<file path="src/rtl/d_m_areg_pkg.sv">
// d_m_areg_pkg: shared defaults and width helpers for the directory-to-memory
// request queue (d_m_areg_queue and its storage sub-module).
package d_m_areg_pkg;

  localparam int D_M_IN_W  = 144;
  localparam int D_M_OUT_W = 176;
  localparam int D_M_DEPTH = 4;

  // Zero-extension pad width from an IN_W entry to an OUT_W flit group.
  // A non-positive result means no padding is required (or the widths are
  // misconfigured with OUT_W < IN_W, which callers treat as no padding).
  function automatic int zext_pad_w(input int in_w, input int out_w);
    return (out_w > in_w) ? (out_w - in_w) : 0;
  endfunction

endpackage

</file>
<file path="src/rtl/d_m_areg_mem.sv">
// d_m_areg_mem: DEPTH x IN_W register array backing the request queue.
// Synchronous write, asynchronous read, no reset on the storage itself.
module d_m_areg_mem
  import d_m_areg_pkg::*;
#(
  parameter int IN_W  = D_M_IN_W,
  parameter int DEPTH = D_M_DEPTH
) (
  input  logic                     clk,
  input  logic                     we,
  input  logic [$clog2(DEPTH)-1:0] waddr,
  input  logic [IN_W-1:0]          wdata,
  input  logic [$clog2(DEPTH)-1:0] raddr,
  output logic [IN_W-1:0]          rdata
);

  logic [IN_W-1:0] mem [DEPTH];

  // Write the pushed flit group into the slot at the write pointer.
  always_ff @(posedge clk) begin
    if (we) begin
      mem[waddr] <= wdata;
    end
  end

  assign rdata = mem[raddr];

endmodule

</file>
<file path="src/rtl/d_m_areg_queue.sv">
// d_m_areg_queue: DEPTH-entry FIFO between directory and memory. Holds request
// flit groups and presents the oldest, zero-extended to OUT_W, until memory
// signals mem_done_access. Optional macro D_M_AREG_PERF_EN adds a saturating
// count of cycles spent full on d_m_areg_full_cycles.
module d_m_areg_queue
  import d_m_areg_pkg::*;
#(
  parameter int IN_W  = D_M_IN_W,
  parameter int OUT_W = D_M_OUT_W,
  parameter int DEPTH = D_M_DEPTH
) (
  input  logic                     clk,
  input  logic                     rst,
  input  logic [IN_W-1:0]          d_flits_m,
  input  logic                     v_d_flits_m,
  input  logic                     mem_done_access,
  output logic [OUT_W-1:0]         d_m_areg_flits,
  output logic                     v_d_m_areg_flits,
  output logic                     d_m_areg_state,
  output logic [$clog2(DEPTH):0]   d_m_areg_count,
  output logic                     d_m_areg_ovf
`ifdef D_M_AREG_PERF_EN
  ,
  output logic [15:0]              d_m_areg_full_cycles
`endif
);

  localparam int PTR_W = $clog2(DEPTH);
  localparam int CNT_W = $clog2(DEPTH) + 1;
  localparam int PAD_W = zext_pad_w(IN_W, OUT_W);
  localparam logic [PTR_W-1:0] PTR_ONE  = PTR_W'(1);
  localparam logic [CNT_W-1:0] CNT_ONE  = CNT_W'(1);
  localparam logic [CNT_W-1:0] CNT_FULL = CNT_W'(DEPTH);

  logic [PTR_W-1:0] wr_ptr;
  logic [PTR_W-1:0] rd_ptr;
  logic [CNT_W-1:0] count;
  logic             ovf;
  logic             full;
  logic             not_empty;
  logic             pop;
  logic             push;
  logic [IN_W-1:0]  head;
  logic [OUT_W-1:0] head_ext;

  assign full      = (count == CNT_FULL);
  assign not_empty = (count != '0);

  // A pop frees the head slot in the same cycle, so a full queue may still
  // take a push alongside it. A pop on an empty queue is simply ignored.
  assign pop  = mem_done_access && not_empty;
  assign push = v_d_flits_m && (!full || pop);

  d_m_areg_mem #(
    .IN_W  (IN_W),
    .DEPTH (DEPTH)
  ) u_mem (
    .clk   (clk),
    .we    (push),
    .waddr (wr_ptr),
    .wdata (d_flits_m),
    .raddr (rd_ptr),
    .rdata (head)
  );

  // Pointers, occupancy and the sticky overflow flag.
  always_ff @(posedge clk or negedge rst) begin
    if (!rst) begin
      wr_ptr <= '0;
      rd_ptr <= '0;
      count  <= '0;
      ovf    <= 1'b0;
    end else begin
      if (push) begin
        wr_ptr <= wr_ptr + PTR_ONE;
      end
      if (pop) begin
        rd_ptr <= rd_ptr + PTR_ONE;
      end
      case ({push, pop})
        2'b10:   count <= count + CNT_ONE;
        2'b01:   count <= count - CNT_ONE;
        default: count <= count;
      endcase
      if (v_d_flits_m && full && !pop) begin
        ovf <= 1'b1;
      end
    end
  end

  generate
    if (PAD_W > 0) begin : g_zext
      assign head_ext = {{PAD_W{1'b0}}, head};
    end else begin : g_nozext
      assign head_ext = head;
    end
  endgenerate

  // Outputs decode registered count only; the gate keeps stale storage hidden
  // while empty, including the instant reset asserts.
  assign d_m_areg_flits   = not_empty ? head_ext : '0;
  assign v_d_m_areg_flits = not_empty;
  assign d_m_areg_state   = full;
  assign d_m_areg_count   = count;
  assign d_m_areg_ovf     = ovf;

`ifdef D_M_AREG_PERF_EN
  logic [15:0] full_cycles;

  // Saturating count of clock edges observed with the queue full.
  always_ff @(posedge clk or negedge rst) begin
    if (!rst) begin
      full_cycles <= '0;
    end else if (full && (full_cycles != 16'hFFFF)) begin
      full_cycles <= full_cycles + 16'd1;
    end
  end

  assign d_m_areg_full_cycles = full_cycles;
`endif

endmodule

</file>
<file path="config.mk">
export PLATFORM = sky130hd
export DESIGN_NAME = d_m_areg_queue
export DESIGN_NICKNAME = d
export VERILOG_FILES = /design/src/rtl/d_m_areg_pkg.sv /design/src/rtl/d_m_areg_mem.sv /design/src/rtl/d_m_areg_queue.sv
export SDC_FILE = /design/constraint.sdc
export NUM_CORES = 1
export LEC_CHECK = 0
export CAP_MARGIN = 20
export CORE_UTILIZATION = 49
export DETAILED_ROUTE_END_ITERATION = 10
export GPL_ROUTABILITY_DRIVEN = 0
export PLACE_DENSITY = 0.82
export SYNTH_ARGS = -nofsm -noshare
export SYNTH_HDL_FRONTEND = slang
export SYNTH_SLANG_ARGS = --single-unit
</file>
<file path="constraint.sdc">
create_clock -name clk -period 4.7 [get_ports clk]
set_clock_uncertainty 0.05 [all_clocks]
set_input_delay 0.47 -clock clk [delete_from_list [all_inputs] [get_ports clk]]
set_output_delay 0.47 -clock clk [all_outputs]
set_load 0.005 [all_outputs]
</file>
; After elaboration in Yosys (flattened, before gate mapping)
; Memories as Yosys holds them, arrays and structs flattened.
; Index checks and enable logic that the tools add are counted.
[word_totals]
reg_bits = 8
latchBits = 0
mem_bits_rw = 576
mem_bits_ro = 0
in_bits = 148
output_inout_bits = 182
word_cells = 25
n_memories = 1
[memory_table]
columns = memory, words, word_bits, rd, rd_clocked_by_memory_dff, wr, line
row1 = u_mem.mem, 4, 144, 1, 0, 1, d_m_areg_mem.sv:17  ; logic [IN_W-1:0] mem [DEPTH];
[classes]
addsub = 4
multipliers = 0
div = 0
order_cmp = 0
n_eq_ne = 3
n_shift = 0
muxes = 4
n_bitwise = 0
reduce_logical = 9
[ops]
columns = operator, n
row1 = $mux W144, 1
row2 = $pmux W3 S2, 1
row3 = $add A2 B1 Y2 const B, 2
row4 = $logic_and A1 B1 Y1, 4
row5 = $add A3 B1 Y3 const B, 1
row6 = $eq A3 B3 Y1 const B, 1
row7 = $reduce_bool A3 Y1, 1
row8 = $sub A3 B1 Y3 const B, 1
row9 = $eq A2 B1 Y1 const B, 1
row10 = $eq A2 B2 Y1 const B, 1
row11 = $logic_not A1 Y1, 2
row12 = $mux W1, 2
row13 = $reduce_bool A2 Y1, 1
row14 = $logic_or A1 B1 Y1, 1

; Depth between registers and ports, before layout
; Gate-level depths: netlist (run 1).
[depth]
word_depth = 6
mapped_depth = 8

; Hierarchy
; A second synthesis (run 1) with hierarchy kept.
[unflattened]
cells_unflattened = 1000
hier_area_um2 = 22561.6
[by_module_without_submodules]
columns = mod, instances, cells_each, area_per_inst_um2, seq_area_each_um2
row1 = d_m_areg_mem, 1, 756, 20771.2, 17296.6
row2 = d_m_areg_queue, 1, 244, 1790.5, 200.2

; Worst setup path after synthesis (run 1)
; Ideal clock, no wire load.
[synth_path]
path_type = input-to-reg
startpoint = input v_d_flits_m
endpoint = memory u_mem.mem[2][0] in the netlist's numbering, enable pin
setup_time_ns = 0.521
arrival_ns = 4.294
path_slack_ns = -0.165
path_stages = 3
cell_sequence = buf_2 -> nor2b_1 -> and2_1
[synth_between]
elab_chain_cells = 3
[synth_lines]
columns = element, line
row1 = "start, declared", d_m_areg_queue.sv:15  ; input logic v_d_flits_m,
row2 = $logic_and A1 B1 Y1, d_m_areg_queue.sv:52  ; assign push = v_d_flits_m && (!full || pop);
row3 = $mux W1, d_m_areg_mem.sv:21  ; if (we) begin
row4 = $mux W1 (implied by the code), d_m_areg_mem.sv:22  ; mem[waddr] <= wdata;
row5 = "end, declared", d_m_areg_mem.sv:17
; No other way between the ends.

; Worst setup path after layout (run 1)
[layout_path]
startpoint = register rd_ptr[0]
endpoint = output d_m_areg_flits[9]
[layout_between]
elab_chain_cells = 2
[layout_lines]
columns = element, line
row1 = "start, declared", d_m_areg_queue.sv:36  ; logic [PTR_W-1:0] rd_ptr;
row2 = "start signal, assigned", d_m_areg_queue.sv:78  ; rd_ptr <= rd_ptr + PTR_ONE;
row3 = $mem_v2 Z4 W144, n/a
row4 = $mux W144, d_m_areg_queue.sv:101  ; assign d_m_areg_flits = not_empty ? head_ext : '0;
row5 = "end, declared", d_m_areg_queue.sv:17  ; output logic [OUT_W-1:0] d_m_areg_flits,
; No other way between the ends.

==> results of run 1 <==
==> routing by layer <==
layer	vias to the layer above	wire [µm]
met1	5720	20000
met4	8	651
met3	60	3350
li1	4642	-
met5	-	47
met2	450	22100
==> worst min path at each step <==
| stage | from | endpoint | slack [ns] | cells past startpoint |
|---|---|---|---|---|
| after detailed placement | d_m_areg_ovf | d_m_areg_ovf | 0.43 | 1 |
| after global routing | rst | wr_ptr[1] | 0.14 | 1 |
| final | rst | rd_ptr[1] | 0.15 | 1 |
| after CTS | rst | wr_ptr[1] | 0.12 | 1 |
| after floorplan | rst | d_m_areg_count[0] | 0.12 | 0 |
| after global placement | d_m_areg_ovf | d_m_areg_ovf | 0.41 | 1 |
==> power breakdown <==
part           internal [W]  switching [W]  total, W
logic               0.00374        0.00270   0.00643
registers           0.00685       0.000441   0.00729
clock network       0.00260        0.00181   0.00441
==> cells in the final DEF (no fill, tap or decap), drive strengths merged, types with 3 or more instances in the layout <==
cell type | synthesis | layout
clkdlybuf4s50 | 0 | 297
xnor2 | 3 | 3
inv | 4 | 6
buf | 63 | 19
edfxtp | 576 | 576
ha | 4 | 4
bufinv | 0 | 6
conb | 1 | 32
and2 | 149 | 149
nor2b | 3 | 3
diode | 0 | 3
dfrtp | 8 | 8
mux4 | 144 | 144
clkbuf | 19 | 76
clkinv | 0 | 19
==> final cells by class <==
| type | count | area (µm²) | share of cell area |
|---|---|---|---|
| Antenna cell | 3 | 7.51 | 0.000269 |
| Timing Repair Buffer | 316 | 3270 | 0.117 |
| Tap cell | 600 | 751 | 0.0269 |
| Clock buffer | 76 | 1530 | 0.0547 |
| Inverter | 4 | 15.0 | 0.000537 |
| Multi-Input combinational cell | 360 | 4590 | 0.164 |
| Clock inverter | 27 | 278 | 0.00994 |
| Sequential cell | 584 | 17500 | 0.626 |
==> flip-flops by register name, summed over array words and instances, names as in the netlist <==
register and flops:
wr_ptr 2, d_m_areg_count 3, rd_ptr 2, u_mem.mem 576, d_m_areg_ovf 1
==> through the flow <==
step                hold slack, ns  area, µm²
floorplan                    0.124      22700
global placement             0.408      26100
detailed placement           0.429      26100
CTS                          0.117      27900
global route                 0.139      27900
finish                       0.147      27900
==> cell families (layout without fill, tap and decap cells) <==
group,Yosys count,after routing,synth area share
mux,145,145,0.144
flops,584,584,0.773
buf+inv,86,423,0.0294
other cells,1,35,0.000166
fa+ha+maj,5,5,0.00310
compound gates,10,10,0.00326
xor+xnor,5,5,0.00194
simple gates,163,163,0.0449
==> results.py, run 1 <==
metrics = {
    "clocking": {
        "clock_latency_ns": 0.58,
        "cts_tree": "yes",
        "cts_root_buffer": "clkbuf_16",
        "cts_max_level": 2,
        "cts_buffer_depth": 3,
        "clk_pin_slew_ns": 0.06,
        "post_cts.repair.setup_buffers": 0,
        "cts.sink_count": 584,
        "cts_made_buffers": 56,
        "hold_buffers": 0,
        "cts_resized": 0,
    },
    "logic_synthesis": {
        "yosys.cell_count.top_type": "edfxtp_1",
        "synthTopCellsByCount": "edfxtp_1 (576), and2_1 (149), mux4_2 (144)",
        "netlist-cell-type-count": 35,
        "synthTopCellsByArea": "edfxtp_1 (76%), mux4_2 (14%), and2_1 (4.1%), buf_4 (1.1%), buf_12 (0.88%)",
        "synthFlopType": "edfxtp_1",
        "syn_avg_cell_area_um2": 22.6,
        "synth_area_um2": 22600,
        "yosys_warnings": 0,
        "synth_edf_count": 576,
        "ys_seq_area_frac": 0.773,
        "ys_seq_elements": 584,
        "async_reset_ff_frac": 0.0137,
        "yosysTopAreaCell": "edfxtp_1",
        "syn_inst": 999,
        "yosysTopAreaCellShare": 0.765,
    },
    "cells_and_area": {
        "final_core_util": 0.614,
        "final.fill_count": 3100,
        "instances_no_fill": 1970,
        "drive_above_1_share": 0.181,
        "area_delta_synth_final_pct": 23.5,
        "fin_nets": 1475,
    },
    "setup_path": {
        "worst_setup_path_end_kind": "primary output",
        "cp-start-kind": "flop",
        "cpMaxStageDelayCell": "dfrtp_4",
        "path_cells": "buf_4 > mux4_2 > and2_1 > clkdlybuf4s50_1",
        "r2r_slack_ns": 1.98,
        "crit_arrival_ns": 3.23,
        "cp_data_required_time_ns": 4.18,
        "critical_path.top_delay_family": "flip-flops",
        "r2r-start": "d_m_areg_count[2]",
        "crit_start": "rd_ptr[0]",
        "crit_cells": 4,
        "crit_path_end": "d_m_areg_flits[9]",
        "cp_max_fo": 37,
        "r2r-end": "u_mem.mem[3][53]",
        "crit_buf_inv": 2,
        "max_stage_delay_ns": 1.00,
        "worstSetupPathType": "flop to primary output",
        "ff2ff_path_depth": 4,
    },
    "timing": {
        "slew_headroom": 0.402,
        "max_freq_mhz": 267,
        "finalSetupViolCount": 0,
        "hold_violations": 0,
        "min_period_over_period": 0.798,
        "finalSetupTns_ns": 0,
        "fin_ws_ns": 0.950,
        "worst_slew_pin_slew_ns": 0.896,
        "report.final.slew_viol_count": 0,
        "finalCriticalPeriod_ns": 3.75,
        "rsz0062_at_grt": "no",
    },
    "floorplan": {
        "chipWidth_um": 217,
        "ioPinCount": 330,
        "coreArea_um2": 45500,
        "row_count": 78,
        "die_y_um": 217,
        "die-area_um2": 47000,
        "initial_utilization": 0.497,
    },
    "grt": {
        "antenna_found_initial": 5,
        "grt_first_pass_wirelength_um": 69200,
        "gr-max-usage-layer": "met2",
        "grt_use_met2": 0.304,
        "met1_usage": 0.288,
        "grtUsageMet3": 0.0488,
        "track_usage": 0.198,
        "grt_pass1_vias": 11334,
        "gr-total-overflow": 0,
        "grt_max_degree": 106,
    },
    "pwr": {
        "p_leak_nw": 9.07,
        "max-vdd-ir-drop_uv": 413,
        "fin_total_pwr_w": 0.0181,
        "power-per-cell-area_nw_per_um2": 649,
    },
    "route": {
        "vias_per_cell": 5.52,
        "ant_nets": 0,
        "vias": 10880,
        "drt_iter0_drc": 822,
        "drt_wl_total_um": 46200,
        "drc_errors": 0,
        "dr.pass1.iters": 4,
        "wl_per_cell_um": 23.4,
    },
    "run_status": {
        "outcome": "completed",
    },
    "place": {
        "dp_hpwl_um": 27100,
        "portBuffers": 297,
        "dp_cells": 1864,
        "dp_slack_ns": 1.32,
    },
    "run": {
        "max_cap_viol_count": 0,
    },
    "worst_hold_path": {
        "min_path_type": "input pin to asynchronous set/reset pin",
    },
}
Note: power is estimated with default switching activity, not from simulation.
==> run 2, diff against run 1 <==
Clock period 4.7 ns to 3.25 ns, I/O delays scaled along.
==> run 2 against run 1 <==
- sequential share of layout area decreased by 0.37 points
- via count decreased by 0.15%
- flip-flop and latch count unchanged
- combinational power increased by 50%
- cell count increased by 0.51%
- register-to-register slack got worse by 1.0 ns
- clock power increased by 42%
- clock-buffer cell count decreased by 9
- non-clock buffer count increased by 11
- die area unchanged
- critical path depth unchanged
- wire length decreased by 2.5%
- highest routed layer unchanged
==> results.py, run 2 (synthesized netlist as in run 1, its figures left out) <==
metrics = {
    "floorplan": {
        "ioPinCount": 330,
        "row_count": 78,
        "die_y_um": 217,
        "initial_utilization": 0.497,
        "coreArea_um2": 45500,
        "die-area_um2": 47000,
        "chipWidth_um": 217,
    },
    "timing": {
        "finalSetupViolCount": 0,
        "rsz0062_at_grt": "no",
        "finalSetupTns_ns": 0,
        "worst_slew_pin_slew_ns": 0.586,
        "slew_headroom": 0.604,
        "max_freq_mhz": 322,
        "report.final.slew_viol_count": 0,
        "fin_ws_ns": 0.143,
        "finalCriticalPeriod_ns": 3.11,
        "hold_violations": 0,
        "min_period_over_period": 0.956,
    },
    "route": {
        "vias": 10864,
        "dr.pass1.iters": 5,
        "drc_errors": 0,
        "vias_per_cell": 5.49,
        "ant_nets": 0,
        "wl_per_cell_um": 22.7,
        "drt_wl_total_um": 45000,
        "drt_iter0_drc": 768,
    },
    "grt": {
        "antenna_found_initial": 7,
        "gr-max-usage-layer": "met2",
        "gr-total-overflow": 0,
        "grt_first_pass_wirelength_um": 67400,
        "track_usage": 0.191,
        "grt_pass1_vias": 11310,
        "grt_use_met2": 0.300,
        "met1_usage": 0.272,
        "grt_max_degree": 93,
        "grtUsageMet3": 0.0426,
    },
    "clocking": {
        "cts_max_level": 2,
        "cts_buffer_depth": 3,
        "cts_made_buffers": 57,
        "clock_latency_ns": 0.60,
        "cts_tree": "yes",
        "cts.sink_count": 584,
        "cts_root_buffer": "clkbuf_16",
        "clk_pin_slew_ns": 0.06,
    },
    "cells_and_area": {
        "regMostFlops": "u_mem.mem",
        "layout_common_cells": "edfxtp_1 (576), clkdlybuf4s50_1 (297), and2_1 (145), mux4_2 (144), clkbuf_16 (59)",
        "mostFrequentLayoutCell": "edfxtp_1",
        "drive_above_1_share": 0.188,
        "fin_nets": 1487,
        "area_delta_synth_final_pct": 24.2,
        "largest_reg_flops": 576,
        "antenna_cells": 0,
    },
    "pwr": {
        "p_leak_nw": 9.15,
        "power-per-cell-area_nw_per_um2": 934,
        "max-vdd-ir-drop_uv": 1070,
    },
    "setup_path": {
        "cp_max_fo": 47,
        "r2r-end": "d_m_areg_count[1]",
        "ff2ff_path_depth": 7,
        "crit_arrival_ns": 2.73,
        "r2r-start": "d_m_areg_count[0]",
        "worstSetupPathType": "flop to primary output",
        "r2r_slack_ns": 0.95,
        "worst_setup_path_end_kind": "primary output",
        "cp-start-kind": "flop",
        "cp_data_required_time_ns": 2.87,
    },
    "place": {
        "portBuffers": 297,
        "dp_slack_ns": 0.483,
        "dp_hpwl_um": 27400,
    },
    "worst_hold_path": {
        "worst_hold_startpoint": "d_flits_m[127]",
        "hold_depth": 1,
        "min_path_type": "input pin to flop",
        "whs_endpoint": "u_mem.mem[1][127]",
    },
    "run": {
        "max_cap_viol_count": 0,
    },
    "run_status": {
        "outcome": "completed",
    },
}
==> run 2: cell count changes in the layout (fill, tap and decap cells not counted), sizes merged <==
cell         previous run  this run
dlygate4sd3             0         1
buf                    19        29
clkbuf                 76        67
clkinv                 19        33
bufinv                  6         4
diode                   3         0
inv                     6         5
==> run 2: per-stage QoR <==
step	power [W]	cells	area, µm²	hold WS [ns]	util
floorplan	0.0156	1030	22700	-0.0206	-
global placement	0.0200	1872	26300	0.460	0.578
detailed placement	0.0202	1872	26300	0.456	0.578
CTS	0.0266	1980	28100	0.269	0.618
global route	0.0274	1980	28100	0.280	0.618
finish	0.0262	1980	28100	0.303	0.618
==> run 2: power by group <==
part	internal (W)	leakage, nW	switching (W)	total (W)
sequential	0.00991	5.37	0.000426	0.0103
clock	0.00360	0.878	0.00266	0.00626
combinational	0.00558	2.90	0.00407	0.00965
==> run 2: cell type report <==
class | count | area (µm²)
Inverter | 4 | 15.0
Multi-Input combinational cell | 360 | 4590
Sequential cell | 584 | 17500
Clock inverter | 38 | 272
Clock buffer | 67 | 1510
Tap cell | 600 | 751
Timing Repair Buffer | 327 | 3470
Fill cell | 3106 | 17400
==> run 2: worst max-delay path by stage <==
stage,from,to,slack [ns],cells past startpoint
floorplan,d_m_areg_count[2],u_mem.mem[0][0],0.03,3
global placement,mem_done_access,u_mem.mem[0][100],0.60,5
detailed placement,mem_done_access,u_mem.mem[0][100],0.48,5
CTS,rd_ptr[1],d_m_areg_flits[82],0.09,4
global route,rd_ptr[0],d_m_areg_flits[10],0.03,5
finish,rd_ptr[1],d_m_areg_flits[40],0.14,4
==> run 2: layer usage <==
metal	wire (µm)	share of wire	up-vias
li1	-	-	4667
met1	19000	0.42	5672
met2	21800	0.48	439
met3	3240	0.072	72
met4	834	0.019	14
met5	92	0.0020	-
==> run 2: timing repair <==
item                                    CTS  global route
hold endpoints to repair                  8             0
endpoints found under the setup margin   17             0
resized for setup                         1             0
hold buffers                              1             0
buffers inserted                          2             0
==> run 2: worst max-delay path, cell delays in order, from the launching register on <==
cell and delay, ns:
dfrtp_4 0.72, buf_12 0.31, mux4_2 0.36, and2_1 0.20
clkdlybuf4s50_1 0.45
==> run 3, diff against run 2 <==
--- a/config.mk
+++ b/config.mk
@@ -7,8 +7,9 @@
 export LEC_CHECK = 0
 export CAP_MARGIN = 20
-export CORE_UTILIZATION = 49
+export CORE_MARGIN = 2
+export CORE_UTILIZATION = 50
 export DETAILED_ROUTE_END_ITERATION = 10
 export GPL_ROUTABILITY_DRIVEN = 0
-export PLACE_DENSITY = 0.82
+export PLACE_DENSITY = 0.8
 export SYNTH_ARGS = -nofsm -noshare
 export SYNTH_HDL_FRONTEND = slang
==> constraint.sdc (replaced) <==
create_clock -name clk -period 3.8 [get_ports clk]
set_clock_uncertainty 0.05 [all_clocks]
set_input_delay 0.38 -clock clk [delete_from_list [all_inputs] [get_ports clk]]
set_output_delay 0.38 -clock clk [all_outputs]
set_load 0.01 [all_outputs]
==> run 3 against run 2 <==
- first-iteration DRC count grew 17%
- non-clock buffer count unchanged
- worst hold slack worse by 0.24 ns
- largest power group unchanged
==> results.py, run 3 (synthesized netlist as in run 1, its figures left out) <==
metrics = {
    "run_status": {
        "outcome": "completed",
    },
    "setup_path": {
        "cp-start-kind": "flop",
        "cp_max_fo": 43,
        "critical_path.top_delay_family": "buffers and inverters",
        "crit_arrival_ns": 2.86,
        "worst_setup_path_end_kind": "primary output",
        "crit_buf_inv": 2,
        "worstSetupPathType": "flop to primary output",
        "max_stage_delay_ns": 0.60,
        "cp_data_required_time_ns": 3.37,
        "cpMaxStageDelayCell": "mux4_2",
        "path_cells": "buf_12 > mux4_2 > and2_1 > clkdlybuf4s50_1",
    },
    "clocking": {
        "cts.sink_count": 584,
        "clock_latency_ns": 0.58,
        "clk_pin_slew_ns": 0.06,
        "cts_made_buffers": 56,
        "cts_resized": 0,
        "cts_root_buffer": "clkbuf_16",
        "post_cts.repair.setup_buffers": 0,
        "cts_tree": "yes",
        "cts_max_level": 2,
        "hold_buffers": 0,
        "cts_buffer_depth": 3,
    },
    "timing": {
        "hold_violations": 0,
        "slew_headroom": 0.622,
        "worst_slew_pin_slew_ns": 0.567,
        "rsz0062_at_grt": "no",
        "finalSetupTns_ns": 0,
        "min_period_over_period": 0.867,
        "finalCriticalPeriod_ns": 3.29,
        "finalSetupViolCount": 0,
        "report.final.slew_viol_count": 0,
        "max_freq_mhz": 304,
    },
    "route": {
        "drt_iter0_drc": 898,
        "dr.pass1.iters": 5,
        "wl_per_cell_um": 22.9,
        "drc_errors": 0,
        "ant_nets": 0,
        "vias_per_cell": 5.46,
        "drt_wl_total_um": 45100,
        "vias": 10765,
    },
    "floorplan": {
        "die_y_um": 217,
        "coreArea_um2": 44400,
        "row_count": 77,
        "ioPinCount": 330,
        "chipWidth_um": 217,
        "initial_utilization": 0.509,
        "die-area_um2": 47000,
    },
    "pwr": {
        "p_clk_frac": 0.231,
        "sequentialPowerShare": 0.390,
        "p_int_w": 0.0162,
        "power-per-cell-area_nw_per_um2": 813,
        "fin_total_pwr_w": 0.0228,
        "power_switching_w": 0.00657,
        "p_leak_nw": 9.11,
        "max-vdd-ir-drop_uv": 657,
        "netSwitchingFraction": 0.289,
        "comb_power_share": 0.379,
    },
    "cells_and_area": {
        "area_delta_synth_final_pct": 23.9,
        "mostFrequentLayoutCell": "edfxtp_1",
        "regMostFlops": "u_mem.mem",
        "layout_common_cells": "edfxtp_1 (576), clkdlybuf4s50_1 (297), and2_1 (145), mux4_2 (144), clkbuf_16 (57)",
        "largest_reg_flops": 576,
        "fin_nets": 1486,
        "drive_above_1_share": 0.192,
    },
    "worst_hold_path": {
        "min_path_type": "input pin to asynchronous set/reset pin",
    },
    "grt": {
        "track_usage": 0.193,
        "grt_max_degree": 75,
        "grt_first_pass_wirelength_um": 68200,
        "gr-total-overflow": 0,
        "antenna_found_initial": 3,
        "grt_pass1_vias": 11418,
    },
    "place": {
        "portBuffers": 297,
        "dp_hpwl_um": 27200,
    },
    "run": {
        "max_cap_viol_count": 0,
    },
}
[run 3: cell count changes in the layout (fill, tap and decap cells not counted), moves of 2 or more]
cell / before / now
clkbuf_16: 59 / 57
clkinv_1: 21 / 14
buf_4: 7 / 12
clkinvlp_4: 0 / 4
clkinv_2: 11 / 13
buf_12: 21 / 18
[run 3: through the flow]
step / cells / worst slack, ns / util / hold WS (ns) / instance area, µm²
after global routing: 1969 / 0.372 / 0.631 / 0.0736 / 28000
after detailed placement: 1867 / 0.852 / 0.592 / 0.413 / 26300
final: 1970 / 0.507 / 0.631 / 0.0622 / 28000
after CTS: 1969 / 0.430 / 0.631 / 0.0491 / 28000
after global placement: 1867 / 0.965 / 0.592 / 0.432 / 26300
after floorplan: 1030 / 0.550 / - / 0.0344 / 22700
[run 3: layout make-up]
cell class | instances | area [µm²]
flip-flops and latches | 584 | 17500
fillers | 2937 | 16400
multi-input cells | 360 | 4590
repair buffers | 327 | 3420
clock buffers | 64 | 1450
well taps | 592 | 741
clock inverters | 38 | 294
inverters | 4 | 15.0
diodes | 1 | 2.50
[run 3: final timing paths]
path / start / endpoint / slack [ns] / cells after the start
setup / recovery: rd_ptr[0] / d_m_areg_flits[72] / 0.51 / 4
max in group asynchronous: rst / rd_ptr[0] / 3.28 / 1
setup reg to reg: d_m_areg_count[2] / d_m_areg_count[2] / 1.17 / 7
hold reg to reg: d_m_areg_ovf / d_m_areg_ovf / 0.43 / 1
hold / removal: rst / d_m_areg_count[0] / 0.06 / 1
min in group clk: d_flits_m[75] / u_mem.mem[1][75] / 0.37 / 1
[run 3: metal layers]
layer,track usage,share of wire,up-vias
met3,0.0495,0.085,74
li1,-,-,4662
met1,0.260,0.39,5561
met2,0.317,0.50,464
met4,0.0539,0.021,4
met5,0,0.00071,-
[run 3: power groups by stage]
| stage | combinational (W) | clock, W | sequential [W] |
|---|---|---|---|
| final | 0.00863 | 0.00527 | 0.00888 |
| after global routing | 0.00920 | 0.00562 | 0.00898 |
| after CTS | 0.00879 | 0.00539 | 0.00890 |
| after detailed placement | 0.00871 | 0 | 0.00902 |
| after global placement | 0.00867 | 0 | 0.00893 |
| after floorplan | 0.00495 | 0 | 0.00887 |
